**src/rtl/mmio_ctrl_pkg.sv**
```systemverilog
// Shared constants for the MMIO controller: register addresses, unmapped-read value,
// default timing parameters and the address-to-register decode helper.
package mmio_ctrl_pkg;

    localparam int DBITS_DEF      = 16;
    localparam int DEB_CYCLES_DEF = 500000;
    localparam int CLK_PER_MS_DEF = 50000;

    localparam logic [15:0] MMIO_KDATA    = 16'hFFF0;
    localparam logic [15:0] MMIO_SDATA    = 16'hFFF2;
    localparam logic [15:0] MMIO_KSTAT    = 16'hFFF4;
    localparam logic [15:0] MMIO_TCNT     = 16'hFFF6;
    localparam logic [15:0] MMIO_HEXR     = 16'hFFF8;
    localparam logic [15:0] MMIO_LEDRR    = 16'hFFFA;
    localparam logic [15:0] MMIO_LEDGR    = 16'hFFFC;
    localparam logic [15:0] MMIO_UNMAPPED = 16'hFFFE;
    localparam logic [15:0] MMIO_DEAD     = 16'hDEAD;

    typedef enum logic [2:0] {
        REG_KDATA,
        REG_SDATA,
        REG_KSTAT,
        REG_TCNT,
        REG_HEXR,
        REG_LEDRR,
        REG_LEDGR,
        REG_NONE
    } mmio_reg_e;

    // Decodes on the word address, so odd byte addresses alias their even neighbour.
    function automatic mmio_reg_e mmio_decode(input logic [14:0] word_addr);
        mmio_reg_e sel;
        sel = REG_NONE;
        if (word_addr == MMIO_KDATA[15:1])      sel = REG_KDATA;
        else if (word_addr == MMIO_SDATA[15:1]) sel = REG_SDATA;
        else if (word_addr == MMIO_KSTAT[15:1]) sel = REG_KSTAT;
        else if (word_addr == MMIO_TCNT[15:1])  sel = REG_TCNT;
        else if (word_addr == MMIO_HEXR[15:1])  sel = REG_HEXR;
        else if (word_addr == MMIO_LEDRR[15:1]) sel = REG_LEDRR;
        else if (word_addr == MMIO_LEDGR[15:1]) sel = REG_LEDGR;
        return sel;
    endfunction

endpackage

```
**src/rtl/seg7_dec.sv**
```systemverilog
// Hex digit to active-low 7-segment pattern {g,f,e,d,c,b,a}.
// Only compiled when MMIO_HEX_DECODE_EN is defined, since nothing else uses it.
`ifdef MMIO_HEX_DECODE_EN
module seg7_dec (
    input  logic [3:0] digit,
    output logic [6:0] seg
);
    always_comb begin
        seg = 7'h7F;
        case (digit)
            4'h0: seg = 7'h40;
            4'h1: seg = 7'h79;
            4'h2: seg = 7'h24;
            4'h3: seg = 7'h30;
            4'h4: seg = 7'h19;
            4'h5: seg = 7'h12;
            4'h6: seg = 7'h02;
            4'h7: seg = 7'h78;
            4'h8: seg = 7'h00;
            4'h9: seg = 7'h10;
            4'hA: seg = 7'h08;
            4'hB: seg = 7'h03;
            4'hC: seg = 7'h46;
            4'hD: seg = 7'h21;
            4'hE: seg = 7'h06;
            4'hF: seg = 7'h0E;
            default: seg = 7'h7F;
        endcase
    end
endmodule
`endif

```
**src/rtl/mmio_ctrl.sv**
```systemverilog
// Memory-mapped I/O block at 0xFFF0-0xFFFE: debounced keys, switches, key-press capture,
// LED/HEX output registers and a millisecond timer. MMIO_HEX_DECODE_EN selects hex-digit HEX decoding.
module mmio_ctrl
    import mmio_ctrl_pkg::*;
#(
    parameter int DBITS      = DBITS_DEF,
    parameter int DEB_CYCLES = DEB_CYCLES_DEF,
    parameter int CLK_PER_MS = CLK_PER_MS_DEF
) (
    input  logic             CLK,
    input  logic             RESET,
    input  logic [DBITS-1:0] ADDR,
    input  logic [DBITS-1:0] WDATA,
    input  logic             WE,
    output logic             HIT,
    output logic [DBITS-1:0] RDATA,
    input  logic [3:0]       KEY,
    input  logic [9:0]       SW,
    output logic [6:0]       HEX0,
    output logic [6:0]       HEX1,
    output logic [6:0]       HEX2,
    output logic [6:0]       HEX3,
    output logic [9:0]       LEDR,
    output logic [7:0]       LEDG
);
    localparam int DEB_W = (DEB_CYCLES > 1) ? $clog2(DEB_CYCLES) : 1;
    localparam int PRE_W = (CLK_PER_MS > 1) ? $clog2(CLK_PER_MS) : 1;

`ifdef MMIO_HEX_DECODE_EN
    localparam logic [DBITS-1:0] HEXR_RST = '0;
`else
    localparam logic [DBITS-1:0] HEXR_RST = DBITS'(16'h007F);
`endif

    genvar gi;

    logic [3:0]            key_meta_reg, key_sync_reg, key_deb_reg, key_deb_next;
    logic [3:0]            deb_done, key_fall;
    logic [3:0][DEB_W-1:0] deb_cnt_reg, deb_cnt_next;
    logic [9:0]            sw_meta_reg, sw_sync_reg;
    logic [3:0]            kstat_reg, kstat_next, kstat_clr;
    logic [PRE_W-1:0]      presc_reg;
    logic                  tick;
    logic [DBITS-1:0]      tcnt_reg, hexr_reg, ledr_reg, ledg_reg;
    logic                  wr_en;
    mmio_reg_e             reg_sel;
    logic                  unused_addr_lsb;

    assign unused_addr_lsb = ADDR[0];
    assign HIT     = (ADDR[15:4] == 12'hFFF);
    assign reg_sel = mmio_decode(ADDR[15:1]);
    assign wr_en   = WE && HIT;

    // Per-key debounce: count while the synced input disagrees with the debounced value.
    for (gi = 0; gi < 4; gi++) begin : g_deb
        assign deb_done[gi] = (key_sync_reg[gi] != key_deb_reg[gi]) &&
                              (deb_cnt_reg[gi] == DEB_W'(DEB_CYCLES - 1));
        assign deb_cnt_next[gi] = ((key_sync_reg[gi] == key_deb_reg[gi]) || deb_done[gi]) ?
                                  '0 : deb_cnt_reg[gi] + DEB_W'(1);
    end

    assign key_deb_next = (key_deb_reg & ~deb_done) | (key_sync_reg & deb_done);
    assign key_fall     = deb_done & key_deb_reg;
    assign kstat_clr    = (wr_en && reg_sel == REG_KSTAT) ? WDATA[3:0] : 4'b0;
    assign kstat_next   = (kstat_reg & ~kstat_clr) | key_fall;

    always_ff @(posedge CLK or posedge RESET) begin
        if (RESET) begin
            key_meta_reg <= 4'hF;
            key_sync_reg <= 4'hF;
            key_deb_reg  <= 4'hF;
            deb_cnt_reg  <= '0;
            sw_meta_reg  <= '0;
            sw_sync_reg  <= '0;
            kstat_reg    <= '0;
        end else begin
            key_meta_reg <= KEY;
            key_sync_reg <= key_meta_reg;
            key_deb_reg  <= key_deb_next;
            deb_cnt_reg  <= deb_cnt_next;
            sw_meta_reg  <= SW;
            sw_sync_reg  <= sw_meta_reg;
            kstat_reg    <= kstat_next;
        end
    end

    assign tick = (presc_reg == PRE_W'(CLK_PER_MS - 1));

    // A CPU write to TCNT beats a same-cycle tick and restarts the prescaler.
    always_ff @(posedge CLK or posedge RESET) begin
        if (RESET) begin
            presc_reg <= '0;
            tcnt_reg  <= '0;
            hexr_reg  <= HEXR_RST;
            ledr_reg  <= '0;
            ledg_reg  <= '0;
        end else begin
            if (wr_en && reg_sel == REG_TCNT) begin
                tcnt_reg  <= WDATA;
                presc_reg <= '0;
            end else if (tick) begin
                tcnt_reg  <= tcnt_reg + DBITS'(1);
                presc_reg <= '0;
            end else begin
                presc_reg <= presc_reg + PRE_W'(1);
            end
            if (wr_en && reg_sel == REG_HEXR)  hexr_reg <= WDATA;
            if (wr_en && reg_sel == REG_LEDRR) ledr_reg <= WDATA;
            if (wr_en && reg_sel == REG_LEDGR) ledg_reg <= WDATA;
        end
    end

    always_comb begin
        RDATA = '0;
        if (HIT) begin
            case (reg_sel)
                REG_KDATA: RDATA = {{(DBITS-4){1'b0}}, key_deb_reg};
                REG_SDATA: RDATA = {{(DBITS-10){1'b0}}, sw_sync_reg};
                REG_KSTAT: RDATA = {{(DBITS-4){1'b0}}, kstat_reg};
                REG_TCNT:  RDATA = tcnt_reg;
                REG_HEXR:  RDATA = hexr_reg;
                REG_LEDRR: RDATA = ledr_reg;
                REG_LEDGR: RDATA = ledg_reg;
                default:   RDATA = DBITS'(MMIO_DEAD);
            endcase
        end
    end

    assign LEDR = ledr_reg[9:0];
    assign LEDG = ledg_reg[7:0];

`ifdef MMIO_HEX_DECODE_EN
    logic [3:0][6:0] hex_seg;
    for (gi = 0; gi < 4; gi++) begin : g_hex
        seg7_dec u_seg7_dec (
            .digit (hexr_reg[4*gi +: 4]),
            .seg   (hex_seg[gi])
        );
    end
    assign HEX0 = hex_seg[0];
    assign HEX1 = hex_seg[1];
    assign HEX2 = hex_seg[2];
    assign HEX3 = hex_seg[3];
`else
    assign HEX0 = hexr_reg[6:0];
    assign HEX1 = 7'h7F;
    assign HEX2 = 7'h7F;
    assign HEX3 = 7'h7F;
`endif

endmodule

```
**config.mk**
```make
export PLATFORM = sky130hd
export DESIGN_NAME = mmio_ctrl
export DESIGN_NICKNAME = d
export VERILOG_FILES = /design/src/rtl/mmio_ctrl_pkg.sv /design/src/rtl/seg7_dec.sv /design/src/rtl/mmio_ctrl.sv
export SDC_FILE = /design/constraint.sdc
export NUM_CORES = 1
export LEC_CHECK = 0
export CAP_MARGIN = 30
export CORE_MARGIN = 5
export CORE_UTILIZATION = 52
export CTS_CLUSTER_DIAMETER = 120
export DETAILED_ROUTE_END_ITERATION = 10
export PLACE_DENSITY = 0.75
export SYNTH_ARGS = -nofsm -noshare
export SYNTH_HDL_FRONTEND = slang
export SYNTH_SLANG_ARGS = --single-unit
```
**constraint.sdc**
```tcl
create_clock -name CLK -period 7.03 [get_ports CLK]
set_input_delay 0.703 -clock CLK [delete_from_list [all_inputs] [get_ports CLK]]
set_output_delay 0.703 -clock CLK [all_outputs]
set_load 0.1 [all_outputs]
```
# After elaboration in Yosys (flattened, before gate mapping)
# Index checks and enable logic that the tools add are counted.
# totals
reg_bits	192
output_inout_bits	63
input_bits	49
word_cells	90
# classes
muxes	18
n_eq_ne	27
n_reduce_logical	16
addsub	6
bitwise	8
# ops
op	n
one-hot mux 16 bit (7 select lines)	1
equality test 15 bit, second input constant	7
two-way mux 16 bit	5
adder 19 x 1 -> 19 bit, second input constant	4
equality test 19 bit, second input constant	4
two-way mux 19 bit	4
adder 16 x 1 -> 16 bit, second input constant	2
bitwise AND 4 bit	4
equality test 16 bit, second input constant	1
equality test 12 bit, second input constant	1
two-way mux 3 bit	4
logical AND 1 bit	10
equality test 3 bit, second input constant	3
inverter 4 bit	2
OR 4 bit	2
equality test 3 x 2 -> 1 bit, second input constant	2
equality test 1 bit	4
logical OR 1 bit	4
two-way mux 2 bit	2
two-way mux 4 bit	1
!= test 1 bit	4
equality test 3 x 1 -> 1 bit, second input constant	1
zero test 3 bit	1
nonzero test 2 bit	1
two-way mux 1 bit	1

# Longest topological paths before layout
# Gate-level depths: netlist of the first run.
# logic_depth
ltp_word	14
depth_mapped	8
mapped_depth_nobuf	6

# Worst setup path before layout of the first run
# Ideal clock, no wire load.
# synth_timing
kind	input port to output port
startpoint	input ADDR[11]
endpoint	output RDATA[0]
n_path_buf	2
path_slack_ps	2796
t_arrival_ps	3531
stages	6
required_time_ps	6327
path_cell_list	nand4_1 > clkbuf_1 > nor4_4 > clkbuf_1 > a21oi_1 > a31oi_1
# synth_via
elab_chain_len	11
elab_cells_between_ends	24
cone_classes	eq/ne (14); mux (9); reduce/logical (1)
# synth_rtl
item	line	source
start, declared	mmio_ctrl.sv:12	input logic [DBITS-1:0] ADDR,
equality test 15 bit	mmio_ctrl_pkg.sv:40	else if (word_addr == MMIO_LEDGR[15:1]) sel = REG_LEDGR;
two-way mux 1 bit	mmio_ctrl_pkg.sv:40	
two-way mux 2 bit	mmio_ctrl_pkg.sv:39	else if (word_addr == MMIO_LEDRR[15:1]) sel = REG_LEDRR;
two-way mux 2 bit	mmio_ctrl_pkg.sv:38	else if (word_addr == MMIO_HEXR[15:1]) sel = REG_HEXR;
two-way mux 3 bit	mmio_ctrl_pkg.sv:37	else if (word_addr == MMIO_TCNT[15:1]) sel = REG_TCNT;
two-way mux 3 bit	mmio_ctrl_pkg.sv:36	else if (word_addr == MMIO_KSTAT[15:1]) sel = REG_KSTAT;
two-way mux 3 bit	mmio_ctrl_pkg.sv:35	else if (word_addr == MMIO_SDATA[15:1]) sel = REG_SDATA;
two-way mux 3 bit	mmio_ctrl_pkg.sv:34	if (word_addr == MMIO_KDATA[15:1]) sel = REG_KDATA;
equality test 3 bit, or another cell as far along	mmio_ctrl.sv:116	case (reg_sel)
one-hot mux 16 bit (7 select lines)	mmio_ctrl.sv:116	
two-way mux 16 bit (*)	mmio_ctrl.sv:115	if (HIT) begin
end, declared	mmio_ctrl.sv:16	output logic [DBITS-1:0] RDATA,
# Mark *: on every way between the ends. The rest lies on a longest branch, timed or not.

# Final worst setup path of the first run
# layout_timing
startpoint	input ADDR[1]
endpoint	output RDATA[2]
# layout_via
elab_chain_len	11
elab_cells_between_ends	23
cone_classes	eq/ne (13); mux (9); reduce/logical (1)
# layout_rtl
item	line
equality test 15 bit	mmio_ctrl_pkg.sv:40
two-way mux 1 bit	mmio_ctrl_pkg.sv:40
two-way mux 2 bit	mmio_ctrl_pkg.sv:39
two-way mux 2 bit	mmio_ctrl_pkg.sv:38
two-way mux 3 bit	mmio_ctrl_pkg.sv:37
two-way mux 3 bit	mmio_ctrl_pkg.sv:36
two-way mux 3 bit	mmio_ctrl_pkg.sv:35
two-way mux 3 bit (*)	mmio_ctrl_pkg.sv:34
equality test 3 bit, or another cell as far along	mmio_ctrl.sv:116
one-hot mux 16 bit (7 select lines) (*)	mmio_ctrl.sv:116
two-way mux 16 bit (*)	mmio_ctrl.sv:115
# Marks and branches as above.

==> qor.csv, run 1 <==
metric;value;unit
synth warn;0;
Starting Density;53.3;%
Die Y;144;um
Netlist cell types;55;
critical path, cell by cell;clkdlybuf4s50_1 -> nand3b_1 -> nor4_2 -> a22oi_1 -> a31oi_1 -> clkdlybuf4s50_1;
# diodes;0;
endpoint class of the critical path;primary output;
leak pwr;4.46;nW
syn avg cell area;10.6;sq um
worst vdd ir;196;uV
RSZ-0062 raised after global routing;false;
worst min path class;flip-flop to flip-flop;
Largest register FFs;76;
MaxCap Viol Count;0;
Arr. time, crit path;4.63;ns
Routed Wire Length;20300;um
total CTS buffers;17;
initial antenna violation count;0;
Highest Clock Rate;0.187;GHz
hold buffer count at CTS;0;
post-synthesis sequential area ratio;52.0;%
Remaining DRCs;0;
Die Wd;144;um
Root Buffer;clkbuf_16;
status;finished clean;
Hold Slack;0.348;ns
cell family with most CP delay;buffers and inverters;
PortBufs;89;
setup bufs post-CTS;0;
slowest cell on the critical path;clkdlybuf4s50_1;
post-route ant nets;0;
insertion delay to the later sink of the worst-skew pair;0.43;ns
clock sink count;192;
Slew Limit Headroom;29.2;%
hpwl dp;14100;um
Ports;112;
Async SR Flop Fraction;100;%
most common cell after layout, fill and taps aside;dfrtp_1;
Clock Path Buffers;2;
min Tclk post-route;5.34;ns
setup TNS;0;ns
EDFF count, synth;0;
largest net degree at the start of global routing;128;
Clock Skews;0.00917;ns
share of cells above drive strength 1;7.38;%
pwr dens;213;nW/um^2
most frequent cells in the layout;173 x dfrtp_1, 122 x nor2_1, 89 x clkdlybuf4s50_1;
vias;6504;
Core ar.;17400;sq um
total grt overflow;0;
Mapped Cells;878;
Row Count;48;
CTS H-tree lvls;4;
WP data required;6.33;ns
drt initial violations;479;
TritonCTS clock tree;yes;
Post-Syn Area;9280;sq um
Max Slew Vio Count;0;
first-pass GRT wire length;33300;um
worst-margin pin slew;1.05;ns
Synth Flop Type;dfrtp_1;
Largest stage delay, worst path;1.19;ns
period utilisation layout;75.9;%
final hold viol count;0;
vias per cell;5.54;
first-pass iteration count of the detailed router;7;
nets;991;
GPL Wtd Cong;0.845;
CP Buf/Inv Count;2;
Layout fillers;1453;
# setup viols final;0;
post_cts resized;0;
Most Frequent Cell on Critical Path;clkdlybuf4s50_1;
WL/cell;17.3;um
die footprint;20600;sq um
vias in the first global route;6400;
synthesis-stage register bit count;192;
crit path kind;input pin to primary output;
worst-path fanout max;19;
Worst-path clk slew;0.06;ns
CP startpoint kind;input pin;
Layout area overhead;15.0;%
Tot GR Track Use;20.4;%
-- routing by layer --
metal / vias to the layer above / share of wire [%] / global-route usage, %
li1: 3077 / - / -
met1: 3228 / 44 / 28.2
met2: 172 / 49 / 32.9
met3: 27 / 5.6 / 3.99
met4: 0 / 1.7 / 6.39
met5: - / 0 / 0
-- logic make-up (layout without fill, tap and decap cells) --
| family | Yosys count | after routing | share of synthesized area (%) |
|---|---|---|---|
| buffers and inverters | 96 | 147 | 6.06 |
| multiplexers | 54 | 54 | 6.49 |
| adder cells (fa/ha/maj) | 6 | 6 | 0.809 |
| other | 1 | 21 | 0.0404 |
| flip-flops | 192 | 192 | 52.0 |
| XOR/XNOR | 101 | 101 | 9.53 |
| AND/OR/NAND/NOR | 356 | 356 | 20.0 |
| AO/OA/AOI/OAI | 72 | 72 | 5.03 |
-- synth_stat cells (all sizes together) (7+ instances only) --
cell type	count	share of area, %
a21oi	16	0.86
a221oi	7	0.66
a22oi	10	0.81
and2	9	0.62
and3	19	1.3
and4	13	1.2
buf	60	4.6
clkbuf	15	0.65
dfrtp	173	47
dfstp	19	5.4
inv	21	0.85
mux2	49	5.9
nand2	65	2.7
nand3	46	2.7
nand4	22	1.6
nor2	122	4.9
nor3	23	1.3
nor4	7	1.0
nor4b	9	0.85
o21ai	24	1.3
xnor2	51	4.8
xor2	50	4.7
-- metrics by stage --
stage,area [sq um],util (%),std cells,power (mW),setup WS (ns)
2_1_floorplan,9350,-,898,1.29,1.13
3_3_place_gp,10100,57.8,1140,1.33,1.72
3_5_place_dp,10100,57.9,1142,1.34,1.76
4_1_cts,10700,61.3,1174,2.29,1.75
5_1_grt,10700,61.3,1174,2.35,1.61
6_report,10700,61.3,1174,2.27,1.69
-- layout make-up --
cell class / instances / area [sq um] / area share [%]
sequential: 192 / 4830 / 45.3
clock inverter: 8 / 104 / 0.973
multi-input combinational: 610 / 3960 / 37.1
clock buffer: 24 / 472 / 4.42
timing repair buffer: 94 / 933 / 8.75
tap: 225 / 282 / 2.64
inverter: 21 / 86.3 / 0.809
-- where the power goes --
group / internal, mW / leakage [nW] / switching (mW) / total [mW]
Combinational: 0.0457 / 1.73 / 0.115 / 0.161
Sequential: 1.13 / 2.45 / 0.0237 / 1.15
Clock: 0.545 / 0.279 / 0.408 / 0.953
Total: 1.72 / 4.46 / 0.547 / 2.27
-- worst paths after layout --
kind / startpoint / end / slack (ns) / depth (start not counted)
worst max-delay path: ADDR[1] / RDATA[2] / 1.69 / 6
worst min-delay path: sw_meta_reg[4] / sw_sync_reg[4] / 0.35 / 0
worst max register to register: presc_reg[12] / presc_reg[8] / 4.36 / 4
worst min register to register: sw_meta_reg[4] / sw_sync_reg[4] / 0.35 / 0
max in group asynchronous: RESET / deb_cnt_reg[56] / 4.80 / 3
min in group asynchronous: RESET / deb_cnt_reg[63] / 0.86 / 2
Power figures use the tool's default switching activity.
==> run 2, diff against run 1 <==
==> constraint.sdc (replaced) <==
create_clock -name CLK -period 5.5 [get_ports CLK]
set_input_delay 0.55 -clock CLK [delete_from_list [all_inputs] [get_ports CLK]]
set_output_delay 0.55 -clock CLK [all_outputs]
set_load 0.1 [all_outputs]
==> qor.csv, run 2 (synthesis gave the netlist of run 1 again) <==
metric;value;unit
Core ar.;17400;sq um
total CTS buffers;17;
critical path, cell by cell;clkdlybuf4s50_1 -> nand3b_1 -> nor4_2 -> a22oi_1 -> a31oi_1 -> buf_4;
Highest Clock Rate;0.243;GHz
leak pwr;4.52;nW
hold buffer count at CTS;0;
Largest register FFs;76;
Core Util, Final;61.4;%
worst min path class;flip-flop to flip-flop;
pwr dens;275;nW/um^2
Tot GR Track Use;20.0;%
endpoint class of the critical path;primary output;
min Tclk post-route;4.11;ns
PortBufs;89;
Worst-path clk slew;0.07;ns
RSZ-0062 raised after global routing;false;
final hold viol count;0;
CTS H-tree lvls;4;
Slew Limit Headroom;30.1;%
Starting Density;53.3;%
Die Wd;144;um
clock sink count;192;
Root Buffer;clkbuf_16;
Row Count;48;
cell family with most CP delay;buffers and inverters;
hpwl dp;13500;um
Max Slew Vio Count;0;
slowest cell on the critical path;clkdlybuf4s50_1;
setup TNS;0;ns
Largest stage delay, worst path;1.01;ns
worst vdd ir;243;uV
first-pass GRT wire length;32500;um
vias in the first global route;6126;
die footprint;20600;sq um
Layout area overhead;15.3;%
most common cell after layout, fill and taps aside;dfrtp_1;
insertion delay to the later sink of the worst-skew pair;0.44;ns
vias per cell;5.47;
initial antenna violation count;0;
share of cells above drive strength 1;9.78;%
WL/cell;16.8;um
nets;993;
vias;6436;
worst-path fanout max;19;
Arr. time, crit path;3.56;ns
total grt overflow;0;
# setup viols final;0;
Die Y;144;um
post-route ant nets;0;
# diodes;0;
Clock Skews;0.00587;ns
post_cts resized;0;
TritonCTS clock tree;yes;
most frequent cells in the layout;173 x dfrtp_1, 122 x nor2_1, 72 x clkdlybuf4s50_1;
GPL Wtd Cong;0.846;
Ports;112;
WP data required;4.95;ns
Routed Wire Length;19800;um
status;finished clean;
Remaining DRCs;0;
period utilisation layout;74.7;%
drt initial violations;499;
Clock Path Buffers;2;
crit path kind;input pin to primary output;
worst-margin pin slew;1.04;ns
first-pass iteration count of the detailed router;5;
largest net degree at the start of global routing;193;
setup bufs post-CTS;0;
CP startpoint kind;input pin;
MaxCap Viol Count;0;
CP Buf/Inv Count;2;
[run 2: worst register-to-register path, stage by stage (launching register included)]
cell and delay (ns):
dfrtp_1 0.40, or4_4 0.56, nor4_4 0.88, nand2b_1 0.59, nor2_1 0.12
[run 2: worst paths after layout]
kind                                 from  slack (ns)  cells past startpoint              end
min in group asynchronous           RESET        0.73                      3  deb_cnt_reg[10]
hold / removal             sw_meta_reg[8]        0.35                      0   sw_sync_reg[8]
max in group asynchronous           RESET        4.02                      3      ledg_reg[9]
setup / recovery                  ADDR[1]        1.39                      6         RDATA[0]
setup reg to reg            presc_reg[12]        2.82                      4     presc_reg[9]
hold reg to reg            sw_meta_reg[8]        0.35                      0   sw_sync_reg[8]
[run 2: per-layer routing]
layer  track usage, %  wire length, um
met3             3.86             1180
met4             6.24              301
met1             28.1             8730
met2             31.8             9570
met5                0                0
[run 2: area by class of cell]
cell class / count / area (sq um)
Fill cell: 1437 / 6720
Sequential cell: 192 / 4830
Multi-Input combinational cell: 610 / 3960
Timing Repair Buffer: 96 / 941
Clock buffer: 19 / 443
Tap cell: 225 / 282
Clock inverter: 13 / 160
Inverter: 21 / 82.6
[run 2: per-stage QoR]
stage / power (mW) / cells / cell area (sq um) / worst slack (ns) / hold WS (ns)
2_1_floorplan: 1.65 / 898 / 9360 / 1.57 / 0.331
6_report: 2.94 / 1176 / 10700 / 1.39 / 0.348
4_1_cts: 2.96 / 1175 / 10700 / 1.47 / 0.350
3_5_place_dp: 1.71 / 1143 / 10100 / 1.47 / 0.335
5_1_grt: 3.05 / 1176 / 10700 / 1.27 / 0.355
3_3_place_gp: 1.70 / 1142 / 10100 / 1.47 / 0.333
[run 2: power breakdown]
group          switching [mW]  leakage, nW  total, mW  internal (mW)
Sequential             0.0270         2.45       1.47           1.45
Combinational           0.146         1.78      0.206         0.0593
Clock                   0.534        0.293       1.26          0.728
Total                   0.707         4.52       2.94           2.23
